===== src/rtl/gs_pkg.sv =====
// Shared state encoding, funct3 size codes and address helper for the gs memory arbiter.
package gs_pkg;

    typedef enum logic [2:0] {
        ST_IDLE,
        ST_ISSUE_IF,
        ST_ISSUE_DM,
        ST_RESP_IF,
        ST_RESP_DM
    } mem_arb_state_t;

    localparam logic [2:0] SZ_B  = 3'b000;
    localparam logic [2:0] SZ_H  = 3'b001;
    localparam logic [2:0] SZ_W  = 3'b010;
    localparam logic [2:0] SZ_BU = 3'b100;
    localparam logic [2:0] SZ_HU = 3'b101;

    function automatic logic [31:0] word_align(input logic [31:0] addr);
        return addr & 32'hFFFF_FFFC;
    endfunction

endpackage


===== src/rtl/gs_lsu_align.sv =====
// Load/store lane logic: byte enables, store lane placement, load sign/zero extension.
// With GS_MISALIGN_TRAP_EN the misalign flag is live; otherwise accesses align down and illegal sizes act as word.
module gs_lsu_align
    import gs_pkg::*;
(
    input  logic [2:0]  size,
    input  logic [1:0]  offset,
    input  logic [31:0] wdata,
    input  logic [31:0] rdata,
    output logic [3:0]  be,
    output logic [31:0] wdata_lane,
    output logic [31:0] rdata_ext,
    output logic        misalign
);
    logic [1:0]  lane;
    logic [15:0] picked;

    always_comb begin
        lane       = 2'b00;
        be         = 4'b1111;
        wdata_lane = wdata;
        case (size)
            SZ_B, SZ_BU: begin
                lane       = offset;
                be         = 4'b0001 << offset;
                wdata_lane = {4{wdata[7:0]}};
            end
            SZ_H, SZ_HU: begin
                lane       = {offset[1], 1'b0};
                be         = 4'b0011 << lane;
                wdata_lane = {2{wdata[15:0]}};
            end
            default: ;
        endcase
    end

    // Bring the addressed byte/half down to bit 0 before extending.
    assign picked = 16'(rdata >> {lane, 3'b000});

    always_comb begin
        case (size)
            SZ_B:    rdata_ext = {{24{picked[7]}}, picked[7:0]};
            SZ_BU:   rdata_ext = {24'h0, picked[7:0]};
            SZ_H:    rdata_ext = {{16{picked[15]}}, picked};
            SZ_HU:   rdata_ext = {16'h0, picked};
            default: rdata_ext = rdata;
        endcase
    end

`ifdef GS_MISALIGN_TRAP_EN
    always_comb begin
        case (size)
            SZ_B, SZ_BU: misalign = 1'b0;
            SZ_H, SZ_HU: misalign = offset[0];
            SZ_W:        misalign = |offset;
            default:     misalign = 1'b1;
        endcase
    end
`else
    assign misalign = 1'b0;
`endif

endmodule


===== src/rtl/gs_mem_arbiter.sv =====
// Shares the single memory port between fetch and load/store, one transaction outstanding.
// Optional GS_MISALIGN_TRAP_EN: misaligned/illegal data accesses complete without touching memory.
module gs_mem_arbiter
    import gs_pkg::*;
#(
    parameter int STARVE_LIMIT = 4
) (
    input  logic        clk,
    input  logic        rst,
    input  logic        if_req,
    input  logic [31:0] if_addr,
    output logic        if_valid,
    output logic [31:0] if_rdata,
    input  logic        dm_req,
    input  logic        dm_we,
    input  logic [2:0]  dm_size,
    input  logic [31:0] dm_addr,
    input  logic [31:0] dm_wdata,
    output logic        dm_valid,
    output logic [31:0] dm_rdata,
    output logic        dm_misalign,
    output logic        mem_req,
    output logic        mem_we,
    output logic [31:0] mem_addr,
    output logic [3:0]  mem_be,
    output logic [31:0] mem_wdata,
    input  logic        mem_gnt,
    input  logic        mem_rvalid,
    input  logic [31:0] mem_rdata
);
    localparam logic [3:0] LIMIT = 4'(STARVE_LIMIT);

    mem_arb_state_t state_q, state_d;
    logic [3:0]  starve_q, starve_d;
    logic        req_q, req_d;
    logic        we_q, we_d;
    logic [31:0] addr_q, addr_d;
    logic [3:0]  be_q, be_d;
    logic [31:0] wdata_q, wdata_d;
    logic [2:0]  size_q, size_d;
    logic [1:0]  off_q, off_d;
    logic        trap_q, trap_d;
    logic        grant_if, grant_dm;

    logic [2:0]  al_size;
    logic [1:0]  al_off;
    logic [3:0]  al_be;
    logic [31:0] al_wdata;
    logic [31:0] al_rdata;
    logic        al_misalign;

    // In IDLE the aligner looks at the live request; afterwards at the captured size/offset.
    assign al_size = (state_q == ST_IDLE) ? dm_size      : size_q;
    assign al_off  = (state_q == ST_IDLE) ? dm_addr[1:0] : off_q;

    gs_lsu_align u_align (
        .size       (al_size),
        .offset     (al_off),
        .wdata      (dm_wdata),
        .rdata      (mem_rdata),
        .be         (al_be),
        .wdata_lane (al_wdata),
        .rdata_ext  (al_rdata),
        .misalign   (al_misalign)
    );

    always_ff @(posedge clk or negedge rst) begin
        if (!rst) begin
            state_q  <= ST_IDLE;
            starve_q <= '0;
            req_q    <= 1'b0;
            we_q     <= 1'b0;
            addr_q   <= '0;
            be_q     <= '0;
            wdata_q  <= '0;
            size_q   <= '0;
            off_q    <= '0;
            trap_q   <= 1'b0;
        end else begin
            state_q  <= state_d;
            starve_q <= starve_d;
            req_q    <= req_d;
            we_q     <= we_d;
            addr_q   <= addr_d;
            be_q     <= be_d;
            wdata_q  <= wdata_d;
            size_q   <= size_d;
            off_q    <= off_d;
            trap_q   <= trap_d;
        end
    end

    always_comb begin
        state_d  = state_q;
        starve_d = starve_q;
        req_d    = req_q;
        we_d     = we_q;
        addr_d   = addr_q;
        be_d     = be_q;
        wdata_d  = wdata_q;
        size_d   = size_q;
        off_d    = off_q;
        trap_d   = trap_q;
        grant_if = 1'b0;
        grant_dm = 1'b0;
        if_valid = 1'b0;
        dm_valid = 1'b0;

        case (state_q)
            ST_IDLE: begin
                grant_if = if_req && (!dm_req || starve_q == LIMIT);
                grant_dm = dm_req && !grant_if;
                if (grant_if) begin
                    state_d  = ST_ISSUE_IF;
                    req_d    = 1'b1;
                    we_d     = 1'b0;
                    addr_d   = word_align(if_addr);
                    be_d     = 4'b1111;
                    wdata_d  = '0;
                    trap_d   = 1'b0;
                    starve_d = '0;
                end else if (grant_dm) begin
                    size_d = dm_size;
                    off_d  = dm_addr[1:0];
                    // A trapped access skips the bus and reports in RESP_DM next cycle.
                    if (al_misalign) begin
                        state_d = ST_RESP_DM;
                        req_d   = 1'b0;
                        trap_d  = 1'b1;
                    end else begin
                        state_d = ST_ISSUE_DM;
                        req_d   = 1'b1;
                        we_d    = dm_we;
                        addr_d  = word_align(dm_addr);
                        be_d    = al_be;
                        wdata_d = dm_we ? al_wdata : '0;
                        trap_d  = 1'b0;
                        if (if_req && starve_q != LIMIT) begin
                            starve_d = starve_q + 4'd1;
                        end
                    end
                end
            end
            ST_ISSUE_IF: begin
                if (mem_gnt) begin
                    req_d   = 1'b0;
                    state_d = ST_RESP_IF;
                end
            end
            ST_ISSUE_DM: begin
                if (mem_gnt) begin
                    req_d   = 1'b0;
                    state_d = ST_RESP_DM;
                end
            end
            ST_RESP_IF: begin
                if (mem_rvalid) begin
                    if_valid = 1'b1;
                    state_d  = ST_IDLE;
                end
            end
            ST_RESP_DM: begin
                if (trap_q || mem_rvalid) begin
                    dm_valid = 1'b1;
                    trap_d   = 1'b0;
                    state_d  = ST_IDLE;
                end
            end
            default: state_d = ST_IDLE;
        endcase
    end

    assign mem_req     = req_q;
    assign mem_we      = we_q;
    assign mem_addr    = addr_q;
    assign mem_be      = be_q;
    assign mem_wdata   = wdata_q;
    assign if_rdata    = if_valid ? mem_rdata : '0;
    assign dm_rdata    = (dm_valid && !trap_q && !we_q) ? al_rdata : '0;
    assign dm_misalign = dm_valid && trap_q;

endmodule


===== config.mk =====
export PLATFORM = sky130hd
export DESIGN_NAME = gs_mem_arbiter
export DESIGN_NICKNAME = d
export VERILOG_FILES = /design/src/rtl/gs_pkg.sv /design/src/rtl/gs_lsu_align.sv /design/src/rtl/gs_mem_arbiter.sv
export SDC_FILE = /design/constraint.sdc
export NUM_CORES = 1
export LEC_CHECK = 0
export BUFFER_PORTS_ARGS = -buffer_cell sky130_fd_sc_hd__buf_2
export CORE_ASPECT_RATIO = 0.9
export CORE_MARGIN = 4
export CORE_UTILIZATION = 42
export CTS_BUF_LIST = sky130_fd_sc_hd__clkbuf_8
export DETAILED_ROUTE_END_ITERATION = 8
export PLACE_DENSITY = 0.85
export SYNTH_ARGS = -nofsm -noshare
export SYNTH_HDL_FRONTEND = slang
export SYNTH_HIERARCHICAL = 1
export SYNTH_SLANG_ARGS = --single-unit

===== constraint.sdc =====
create_clock -name clk -period 3 [get_ports clk]
set_input_delay 0 -clock clk [delete_from_list [all_inputs] [get_ports clk]]
set_output_delay 0 -clock clk [all_outputs]
set_load 0.05 [all_outputs]

**Word-level counts from Yosys, hierarchy flattened**

Cells that the tools add are included.

- $add $sub $neg: 1
- Equal/unequal tests: 15
- Shift-type cells: 3
- Muxes and demuxes: 39
- Bitwise gates (word level): 1
- Reductions and logical operators: 27

Operators with widths:

| operator | number |
|---|---|
| 32-bit two-way mux | 7 |
| 32-bit case mux with 4 select lines | 1 |
| 32-bit case mux with 2 select lines | 1 |
| 32-bit by 5-bit >> shifter with 16-bit output | 1 |
| 3-bit two-way mux | 7 |
| 4-bit two-way mux | 5 |
| 3-bit case mux with 5 select lines | 1 |
| 1-bit two-way mux | 12 |
| 3-bit AND reduction | 4 |
| 3-bit == test, second input constant | 3 |
| 2-bit != test, second input constant | 4 |
| 4-bit case mux with 2 select lines | 1 |
| 2-bit nonzero test | 4 |
| 3-bit by 1-bit == test with 1-bit output, second input constant | 2 |
| 3-bit by 2-bit == test with 1-bit output, second input constant | 2 |
| 1-bit logical AND | 6 |
| 3-bit zero test | 2 |
| 2-bit OR reduction | 3 |
| 5-bit AND reduction | 1 |
| 4-bit by 1-bit adder with 4-bit output, second input constant | 1 |
| 4-bit by 3-bit == test with 1-bit output, second input constant | 1 |
| 1-bit zero test | 4 |
| 4-bit by 3-bit != test with 1-bit output, second input constant | 1 |
| 1-bit case mux with 2 select lines | 2 |
| 9 further kinds | 10 |

- Register bits: 83
- Input port bits: 138
- Output and inout port bits: 137

**Depth between registers and ports, before layout**

Gate-level depths: netlist of the first run.

- Depth after elaboration: 8
- Depth in mapped cells: 10

**Hierarchy**

Netlist of the first run, hierarchy kept.

Modules (own cells, without submodules):

| module | times used | cells each | area each (µm²) |
|---|---|---|---|
| gs_mem_arbiter | 1 | 388 | 4,018.9 |
| gs_lsu_align | 1 | 198 | 1,390.1 |

**Worst setup path before layout of the first run**

OpenSTA, ideal clock, no wires.

- Kind: register to output
- Start point: reg state_q[2]
- End point: out dm_rdata[1]
- Arrival time: 2.955 ns
- Data required time: 3.000 ns
- Path slack: 0.045 ns
- Stages on the path, launching flop included: 11
- Buffers on the path: 4
- Cell sequence: dfrtp_1 > buf_2 > nor3_4 > mux2_2 > buf_2 > or3b_1 > buf_2 > buf_4 > mux2i_1 > a221oi_1 > and2_1

- Cells in the longest elaborated chain, start to end: 8

Ends and longest elaborated chain:

| what | line | RTL |
|---|---|---|
| start: declaration | gs_mem_arbiter.sv:33 | `mem_arb_state_t state_q, state_d;` |
| start signal: assignment | gs_mem_arbiter.sv:80 | `state_q <= state_d;` |
| 3-bit zero test (*) | gs_mem_arbiter.sv:53 | `assign al_size = (state_q == ST_IDLE) ? dm_size : size_q;` |
| 3-bit two-way mux (*) | gs_mem_arbiter.sv:53 |  |
| via al_size[1] | gs_mem_arbiter.sv:45 | `logic [2:0] al_size;` |
| 3-bit by 1-bit == test with 1-bit output (tied with other cells) | gs_lsu_align.sv:22, gs_lsu_align.sv:41 |  |
| 2-bit OR reduction | gs_lsu_align.sv:22 | `case (size)` |
| 2-bit case mux with 2 select lines | gs_lsu_align.sv:22 |  |
| 32-bit by 5-bit >> shifter with 16-bit output | gs_lsu_align.sv:38 | `assign picked = 16'(rdata >> {lane, 3'b000});` |
| 32-bit case mux with 4 select lines (*) | gs_lsu_align.sv:41 | `case (size)` |
| via al_rdata[1] | gs_mem_arbiter.sv:49 | `logic [31:0] al_rdata;` |
| 32-bit two-way mux (*) | gs_mem_arbiter.sv:179 | `assign dm_rdata = (dm_valid && !trap_q && !we_q) ? al_rdata : '0;` |
| end: declaration | gs_mem_arbiter.sv:20 | `output logic [31:0] dm_rdata,` |

Mark *: on every way through the listed nets, which the timed path passes. The rest lies on a longest branch.

**Worst setup path after layout of the first run**

- Start point: reg state_q[2]
- End point: out dm_rdata[2]

RTL lines:

| what | line | RTL |
|---|---|---|
| 3-bit zero test | gs_mem_arbiter.sv:54 | `assign al_off = (state_q == ST_IDLE) ? dm_addr[1:0] : off_q;` |
| 2-bit two-way mux | gs_mem_arbiter.sv:54 |  |
| via al_off[0] | gs_mem_arbiter.sv:46 | `logic [1:0] al_off;` |
| 2-bit case mux with 2 select lines | gs_lsu_align.sv:22 |  |
| 32-bit by 5-bit >> shifter with 16-bit output | gs_lsu_align.sv:38 |  |
| 32-bit case mux with 4 select lines | gs_lsu_align.sv:41 |  |
| via al_rdata[2] | gs_mem_arbiter.sv:49 |  |
| 32-bit two-way mux | gs_mem_arbiter.sv:179 |  |

The timed path passes the listed nets, and every way through them passes these cells.

==> reports/results.tsv, run 1 <==
metric	value	unit
first_pass_iters	5	
status	finished, final reports clean	
top_layer_used	met4	
routed_wl	21000	µm
yosysTopAreaCellShare	37.5	%
overflow	0	
place.gp.congestion	0.939	
max_cap_violations	0	
drive_above_1_share	39.4	%
port_buffers	270	
max_freq	345	MHz
timing.final.crit_share	96.6	%
antenna_found_initial	2	
postRouteAntennaNets	0	
dp.cells	983	
cts_root_buf	clkbuf_8	
vias_per_cell	5.51	
ys_seq_area_share	37.5	%
wl_met1	7910	µm
power_leakage	4.51	nW
ios	275	
core-area	12600	µm²
area_growth	51.9	%
grt_pass1_vias	5932	
die_h	116	µm
clock_latency	0.36	ns
synth-warning-count	6	
initialDrtViolationCount	445	
grt_pass1_wl	31400	µm
hold_ws	0.0200	ns
syn_avg_cell_area	9.23	µm²
final_util	65.0	%
cts-htree-levels	3	
slew_headroom	39.0	%
synth_most_common_cell	dfrtp_1	
vias	6095	
layoutNonFillerInstCount	1106	
rows	39	
synth_common_cells	dfrtp_1, nand2_1, o21ai_0	
critical_path.startpoint_type	flop	
ys_ff_latch	81	
dieWidth	128	µm
wl_per_cell	19.0	µm
synth_edf_count	0	
met3WireLength	1800	µm
wl_met2	10300	µm
start_util	42.8	%
cts_tree	built	
track_usage	26.9	%
route.detailed.drc	0	
path_class	reg -> out	
cts.sinks	81	
fin_skew	0.0133	ns
yosys_most_used_dff	dfrtp_1	
rsz0062_at_grt	true	
crit_arrival	2.90	ns
synth.distinct_cells	55	
end_kind	output port	
min_path_type	in -> reg	
min_period	2.90	ns
async_flop_share	100	%
die_area	14800	µm²
grt_max_degree	51	
cts_max_path_buffers	2	
nFillCells	988	
clkTransAtPathRegs	0.09	ns
syn-cell-area	5410	µm²
worst-path-max-fanout	15	
finalHoldViolations	0	
dp_hpwl	13300	µm
cts_made_buffers	9	
yosysTopAreaCell	dfrtp_1	
tightest_slew	0.915	ns
nets	1073	
syn_inst	586	
setup_viol	0	
p_per_area	1030	nW/µm²
ir_worst_vdd	0.665	mV
netlist_top_cells_area	dfrtp_1, mux2i_1, o21ai_0, mux2_2, a22o_1	
tns	0	ns
drv_slew	0	
crit_required	3.00	ns
[stage by stage]
stage	setup slack (ns)	power, mW	area (µm²)
floorplan	0.0454	5.86	5410
global placement	0.244	6.99	6840
detailed placement	0.153	7.09	6840
CTS	0.000363	8.17	8090
global route	-0.0422	8.91	8210
finish	0.102	8.43	8220
[metal layers]
layer / GRT usage, % / up-vias
met1: 31.6 / 2863
met5: 0 / -
met4: 13.1 / 0
li1: - / 2784
met3: 4.88 / 80
met2: 47.6 / 368
[final cells by class]
cell class	count	area, µm²	share of cell area, %
Multi-Input combinational cell	431	3060	37.3
Timing Repair Buffer	395	2640	32.1
Sequential cell	81	2030	24.7
Tap cell	164	205	2.50
Clock buffer	9	124	1.51
Clock inverter	7	95.1	1.16
Inverter	15	56.3	0.685
Antenna cell	4	10.0	0.122
[registers in the layout, indices dropped and copies added, names as in the netlist]
register	flops
mem_addr	30
trap_q	1
mem_wdata	32
mem_req	1
mem_be	4
off_q	2
state_q	3
starve_q	4
size_q	3
mem_we	1
[kinds of logic after synthesis]
family / after synthesis / share of synthesized area, %
compound gates: 149 / 19.4
xor+xnor: 1 / 0.162
fa+ha+maj: 2 / 0.463
buf+inv: 77 / 7.33
flops: 81 / 37.5
mux: 80 / 15.4
other cells: 2 / 0.139
simple gates: 194 / 19.7
[placed cells by master (no fill, tap or decap), drive strengths merged, types with 8 or more instances in the layout]
cell and n:
and2 39, and3 34, clkbuf 18, nor2 15, dfrtp 81, dlygate4sd3 96
buf 290, a22o 32, o21ai 72, mux2i 54, a221oi 8, inv 17
nand2 70, a211oi 8, nor2b 9, mux2 26
[worst max-delay path: stages, from the launching register on]
cell      delay (ns)
dfrtp_1         0.41
nor3_4          0.29
buf_4           0.17
mux2_4          0.22
or3b_4          0.40
buf_6           0.18
a21o_1          0.22
nor2b_1         0.14
a211oi_2        0.18
and2_1          0.17
buf_6           0.16
[final timing paths]
kind	start	to	slack, ns	cells past startpoint
hold / removal	dm_wdata[13]	mem_wdata[13]	0.02	3
setup reg to reg	starve_q[0]	mem_addr[4]	0.33	8
min in group asynchronous	rst	mem_wdata[23]	0.19	2
max in group asynchronous	rst	mem_addr[19]	2.10	3
hold reg to reg	mem_addr[10]	mem_addr[10]	0.48	2
setup / recovery	state_q[2]	dm_rdata[2]	0.10	10
[where the power goes]
part	total (mW)	switching [mW]	internal, mW
clock	0.886	0.416	0.470
sequential	1.86	0.295	1.56
combinational	5.69	3.81	1.88
[timing repair]
item	CTS	global route
cloned	0	2
pin swaps	2	6
hold buffers	94	2
setup endpoints to repair	25	36
gates resized for setup	24	21
buffers inserted	2	3
hold endpoints to repair	113	2
Note: power is estimated with default switching activity, not from simulation.
==> run 2, diff against run 1 <==
==> constraint.sdc (replaced) <==
create_clock -name clk -period 3 [get_ports clk]
set_input_delay 0.45 -clock clk [delete_from_list [all_inputs] [get_ports clk]]
set_output_delay 0.45 -clock clk [all_outputs]
set_load 0.05 [all_outputs]
==> run 2 against run 1 <==
Net effect: the run now ends with negative setup slack left; combinational power up 6.0%; die area unchanged; global-route usage down 4.1 points; wire length down 16%; cell count down 8.2%; setup slack worse by 0.41 ns; register-to-register slack better by 0.12 ns; critical path type unchanged; non-clock buffer count down 86.
==> reports/results.tsv, run 2 (same netlist as run 1, synthesis figures left out) <==
metric	value	unit
status	finished, violations left	
violations	negative setup slack	
crit_chain	nor3_4, buf_12, mux2_4, or3b_4, buf_12, a21o_1, nor2b_1, a211oi_2, and2_4, buf_8	
power	8.70	mW
die_h	116	µm
slew_headroom	31.3	%
initialDrtViolationCount	281	
wl_per_cell	17.4	µm
place_ws	-0.0842	ns
crit_arrival	2.86	ns
antenna_found_initial	1	
path_class	reg -> out	
crit_required	2.55	ns
worst-path-max-fanout	15	
overflow	0	
vias_per_cell	5.38	
p_per_area	1130	nW/µm²
crit_path_max_incr_delay	0.42	ns
rsz0062_at_grt	true	
route.detailed.drc	0	
tns	-8.02	ns
min_period	3.31	ns
ios	275	
die_area	14800	µm²
clock_latency	0.36	ns
track_usage	22.7	%
start_util	42.8	%
core-area	12600	µm²
dp_hpwl	12900	µm
clkTransAtPathRegs	0.10	ns
crit_family	simple AND/OR/NAND/NOR gates	
cts-htree-levels	3	
max_cap_violations	0	
area_growth	41.8	%
first_pass_iters	4	
fin_area	7670	µm²
drv_slew	0	
cts_made_buffers	9	
drive_above_1_share	48.7	%
critPathMostFrequentCell	buf_12	
hold_buffers	0	
cts_max_path_buffers	2	
cp_slowest_cell	or3b_4	
tightest_slew	1.03	ns
place.gp.congestion	0.933	
critical_path.startpoint_type	flop	
nFillCells	1030	
vias	5458	
r2r_end	mem_wdata[14]	
r2r_start	state_q[1]	
routed_wl	17700	µm
grt_max_degree	82	
timing.final.crit_share	110	%
final_cell_mix	buf_2, dfrtp_1, nand2_1	
fin_skew	0.0138	ns
multi_input_area	3200	µm²
end_kind	output port	
cts_tree	built	
dieWidth	128	µm
rows	39	
dpl_cell_area	6990	µm²
postRouteAntennaNets	0	
nets	985	
final_common_cell	buf_2	
setup_slack	-0.309	ns
r2r_slack	0.45	ns
ir_worst_vdd	0.730	mV
grt_pass1_vias	5366	
cts_root_buf	clkbuf_8	
finalHoldViolations	0	
largest_register_ffs	32	
critPathBufInv	3	
cts.sinks	81	
r2r_cells	9	
min_path_type	in -> async	
setup_viol	32	
max_freq	302	MHz
power_leakage	4.26	nW
seqCellArea	2030	µm²
port_buffers	270	
grt_pass1_wl	26900	µm
[run 2: cell count changes in the layout (fill, tap and decap cells not counted), sizes merged]
cell	delta
a311o	-1
buf	+19
bufinv	-1
clkbuf	-9
clkinv	-3
clkinvlp	+1
diode	-3
dlygate4sd3	-96
inv	+3
nor2	-1
[run 2: per-stage QoR]
stage | cells | util [%] | hold WS [ns]
after floorplan | 587 | - | 0.154
after global placement | 990 | 55.3 | 0.456
after detailed placement | 990 | 55.3 | 0.466
after CTS | 1011 | 59.7 | 0.287
after global routing | 1015 | 60.7 | 0.315
final | 1015 | 60.7 | 0.231
[run 2: area by class of cell]
cell class              instances  share of cell area [%]
multi-input cells             429                    41.7
clock buffers                   9                    1.61
clock inverters                 7                    1.06
well taps                     164                    2.67
flip-flops and latches         81                    26.4
repair buffers                309                    25.8
inverters                      15                   0.734
diodes                          1                  0.0326
[run 2: worst max path at each step]
stage | start | endpoint | slack, ns | cells after the start
after floorplan | state_q[1] | dm_rdata[1] | -0.07 | 10
after global placement | state_q[1] | dm_rdata[3] | -0.07 | 9
after detailed placement | state_q[1] | dm_rdata[3] | -0.08 | 9
after CTS | state_q[2] | dm_rdata[2] | -0.34 | 10
after global routing | state_q[1] | dm_rdata[2] | -0.44 | 10
final | state_q[1] | dm_rdata[2] | -0.31 | 10
[run 2: timing repair]
action,4_1_cts,5_1_grt
endpoints found under the setup margin,32,33
gates resized for setup,92,23
pin swaps,7,7
setup buffers,4,3
gates cloned,1,0
[run 2: report_power, final]
part / switching [mW] / internal, mW / total [mW]
Clock: 0.440 / 0.399 / 0.839
Combinational: 3.86 / 2.17 / 6.03
Sequential: 0.265 / 1.56 / 1.82
Total: 4.57 / 4.13 / 8.70
[run 2: worst register-to-register path: cells and delay by family, from the launching register on]
family                 cells  cell delay (ns)
DFF                        1             0.41
buffers and inverters      4             0.76
and+or+nand+nor            2             0.42
AOI/OAI and AO/OA          1             0.21
muxes                      2             0.65
[run 2: routing by layer]
metal | vias up | wire length (µm) | global-route usage (%)
li1 | 2607 | - | -
met1 | 2560 | 6940 | 27.2
met2 | 252 | 8760 | 39.1
met3 | 39 | 1360 | 4.61
met4 | 0 | 629 | 11.6
met5 | - | 0 | 0
==> run 3, diff against run 2 <==
--- a/config.mk
+++ b/config.mk
@@ -5,13 +5,14 @@
 export SDC_FILE = /design/constraint.sdc
 export NUM_CORES = 1
 export LEC_CHECK = 0
-export BUFFER_PORTS_ARGS = -buffer_cell sky130_fd_sc_hd__buf_2
+export ABC_CLOCK_PERIOD_IN_PS = 3000
 export CORE_ASPECT_RATIO = 0.9
 export CORE_MARGIN = 4
 export CORE_UTILIZATION = 42
 export CTS_BUF_LIST = sky130_fd_sc_hd__clkbuf_8
 export DETAILED_ROUTE_END_ITERATION = 8
-export PLACE_DENSITY = 0.85
+export DONT_BUFFER_PORTS = 1
+export PLACE_DENSITY = 0.66
 export SYNTH_ARGS = -nofsm -noshare
 export SYNTH_HDL_FRONTEND = slang
 export SYNTH_HIERARCHICAL = 1
==> run 3 against run 2 <==
Net effect: the run still ends with negative setup slack left; combinational power decreased by 29%; register-to-register slack worse by 0.02 ns; via count decreased by 18%; setup slack improved by 0.074 ns; power shrank 2.5%; utilization is 10 points lower; wire length shrank 5.9%; maximum frequency rose by 2.3%; clock-buffer cell count up 1; sequential share of layout area rose by 5.4 points; critical path depth decreased by 2; largest power group unchanged; highest routed layer unchanged.
==> reports/results.tsv, run 3 (same netlist as run 1, synthesis figures left out) <==
metric	value	unit
status	finished, violations left	
violations	negative setup slack	
grt_max_degree	82	
finalHoldViolations	0	
rows	39	
crit_arrival	2.79	ns
min_path_type	in -> reg	
ir_worst_vdd	0.650	mV
r2r_cells	10	
cts.sinks	81	
die_area	14800	µm²
drv_slew	0	
place_ws	-0.0819	ns
max_freq	309	MHz
insertedDiodeCount	0	
start_util	42.8	%
worst-path-max-fanout	15	
nets	725	
antenna_found_initial	0	
clkTransAtPathRegs	0.08	ns
area_growth	17.7	%
r2r_slack	0.43	ns
final_cell_mix	dfrtp_1, nand2_1, mux2i_1	
crit_path_max_incr_delay	0.42	ns
first_pass_iters	4	
cts_tree	built	
power_leakage	3.13	nW
slew_headroom	37.0	%
wl_per_cell	22.1	µm
clock_latency	0.35	ns
timing.final.crit_share	108	%
p_per_area	1330	nW/µm²
final_common_cell	dfrtp_1	
critical_path.startpoint_type	flop	
overflow	0	
grt_pass1_vias	4463	
fin_skew	0.0110	ns
cp_slowest_cell	or3b_4	
initialDrtViolationCount	173	
grtUsageMet2	36.8	%
ios	275	
crit_chain	nor3_4, buf_12, mux2_4, or3b_4, buf_12, mux2i_1, a221oi_1, and2_4	
die_h	116	µm
cts_max_path_buffers	2	
end_kind	output port	
core-area	12600	µm²
track_usage	21.5	%
busiest_layer	met2	
dieWidth	128	µm
dp.cells	717	
routed_wl	16600	µm
setup_viol	32	
max_cap_violations	0	
grt_pass1_wl	24800	µm
rsz0062_at_grt	true	
tightest_slew	0.946	ns
grt_util_met1	25.7	%
cts-htree-levels	3	
vias_per_cell	5.97	
cts_made_buffers	9	
setup_slack	-0.236	ns
vias	4493	
crit_required	2.55	ns
postRouteAntennaNets	0	
cts_root_buf	clkbuf_8	
port_buffers	0	
grt_use_met3	5.99	%
hold_ws	0.232	ns
dp_hpwl	12200	µm
worst_hold_path.num_cells	1	
route.detailed.drc	0	
layoutNonFillerInstCount	753	
drive_above_1_share	29.9	%
critPathMostFrequentCell	buf_12	
path_class	reg -> out	
place.gp.congestion	0.906	
largest_register_ffs	32	
min_period	3.24	ns
==> run 3: cell type report <==
| cell class | count | area [µm²] |
|---|---|---|
| tap | 164 | 205 |
| sequential | 81 | 2030 |
| clock inverter | 5 | 80.1 |
| fill | 1174 | 6270 |
| inverter | 15 | 56.3 |
| timing repair buffer | 49 | 541 |
| clock buffer | 10 | 138 |
| multi-input combinational | 429 | 3320 |
==> run 3: final timing paths <==
path / startpoint / end
worst max-delay path: state_q[2] / dm_rdata[3]
worst min-delay path: dm_wdata[3] / mem_wdata[3]
worst max register to register: state_q[2] / mem_wdata[15]
worst min register to register: size_q[1] / size_q[1]
max in group asynchronous: rst / mem_addr[2]
min in group asynchronous: rst / mem_wdata[10]
==> run 3: critical path, delay by kind of cell, from the launching register on <==
family,cells,cell delay [ns]
DFF,1,0.41
AOI/OAI and AO/OA,1,0.28
buffers and inverters,2,0.32
and+or+nand+nor,3,0.93
muxes,2,0.50
==> run 3: per-stage QoR <==
step	util (%)	TNS, ns	power [mW]	area [µm²]
2_1_floorplan	-	-0.452	5.97	5510
3_3_place_gp	44.4	-0.277	6.60	5610
3_5_place_dp	44.4	-0.599	6.72	5610
4_1_cts	49.1	-6.31	8.26	6210
5_1_grt	50.4	-9.69	8.99	6360
6_report	50.4	-5.67	8.48	6360
==> run 3: power breakdown <==
part	switching, mW	internal [mW]
Sequential	1.77	1.53
Combinational	2.33	1.98
Clock	0.378	0.485
==> run 3: timing repair <==
action,in CTS,in global routing
gates resized for setup,49,32
setup buffers,13,3
hold buffers,2,0
endpoints found under the hold margin,81,0
gates cloned,3,0
endpoints found under the setup margin,32,32
pin swaps,18,20
==> run 3: metal layers <==
metal | vias up | wire length [µm]
met4 | 0 | 427
met5 | - | 0
met3 | 28 | 1420
met1 | 2161 | 6360
li1 | 2080 | -
met2 | 224 | 8440
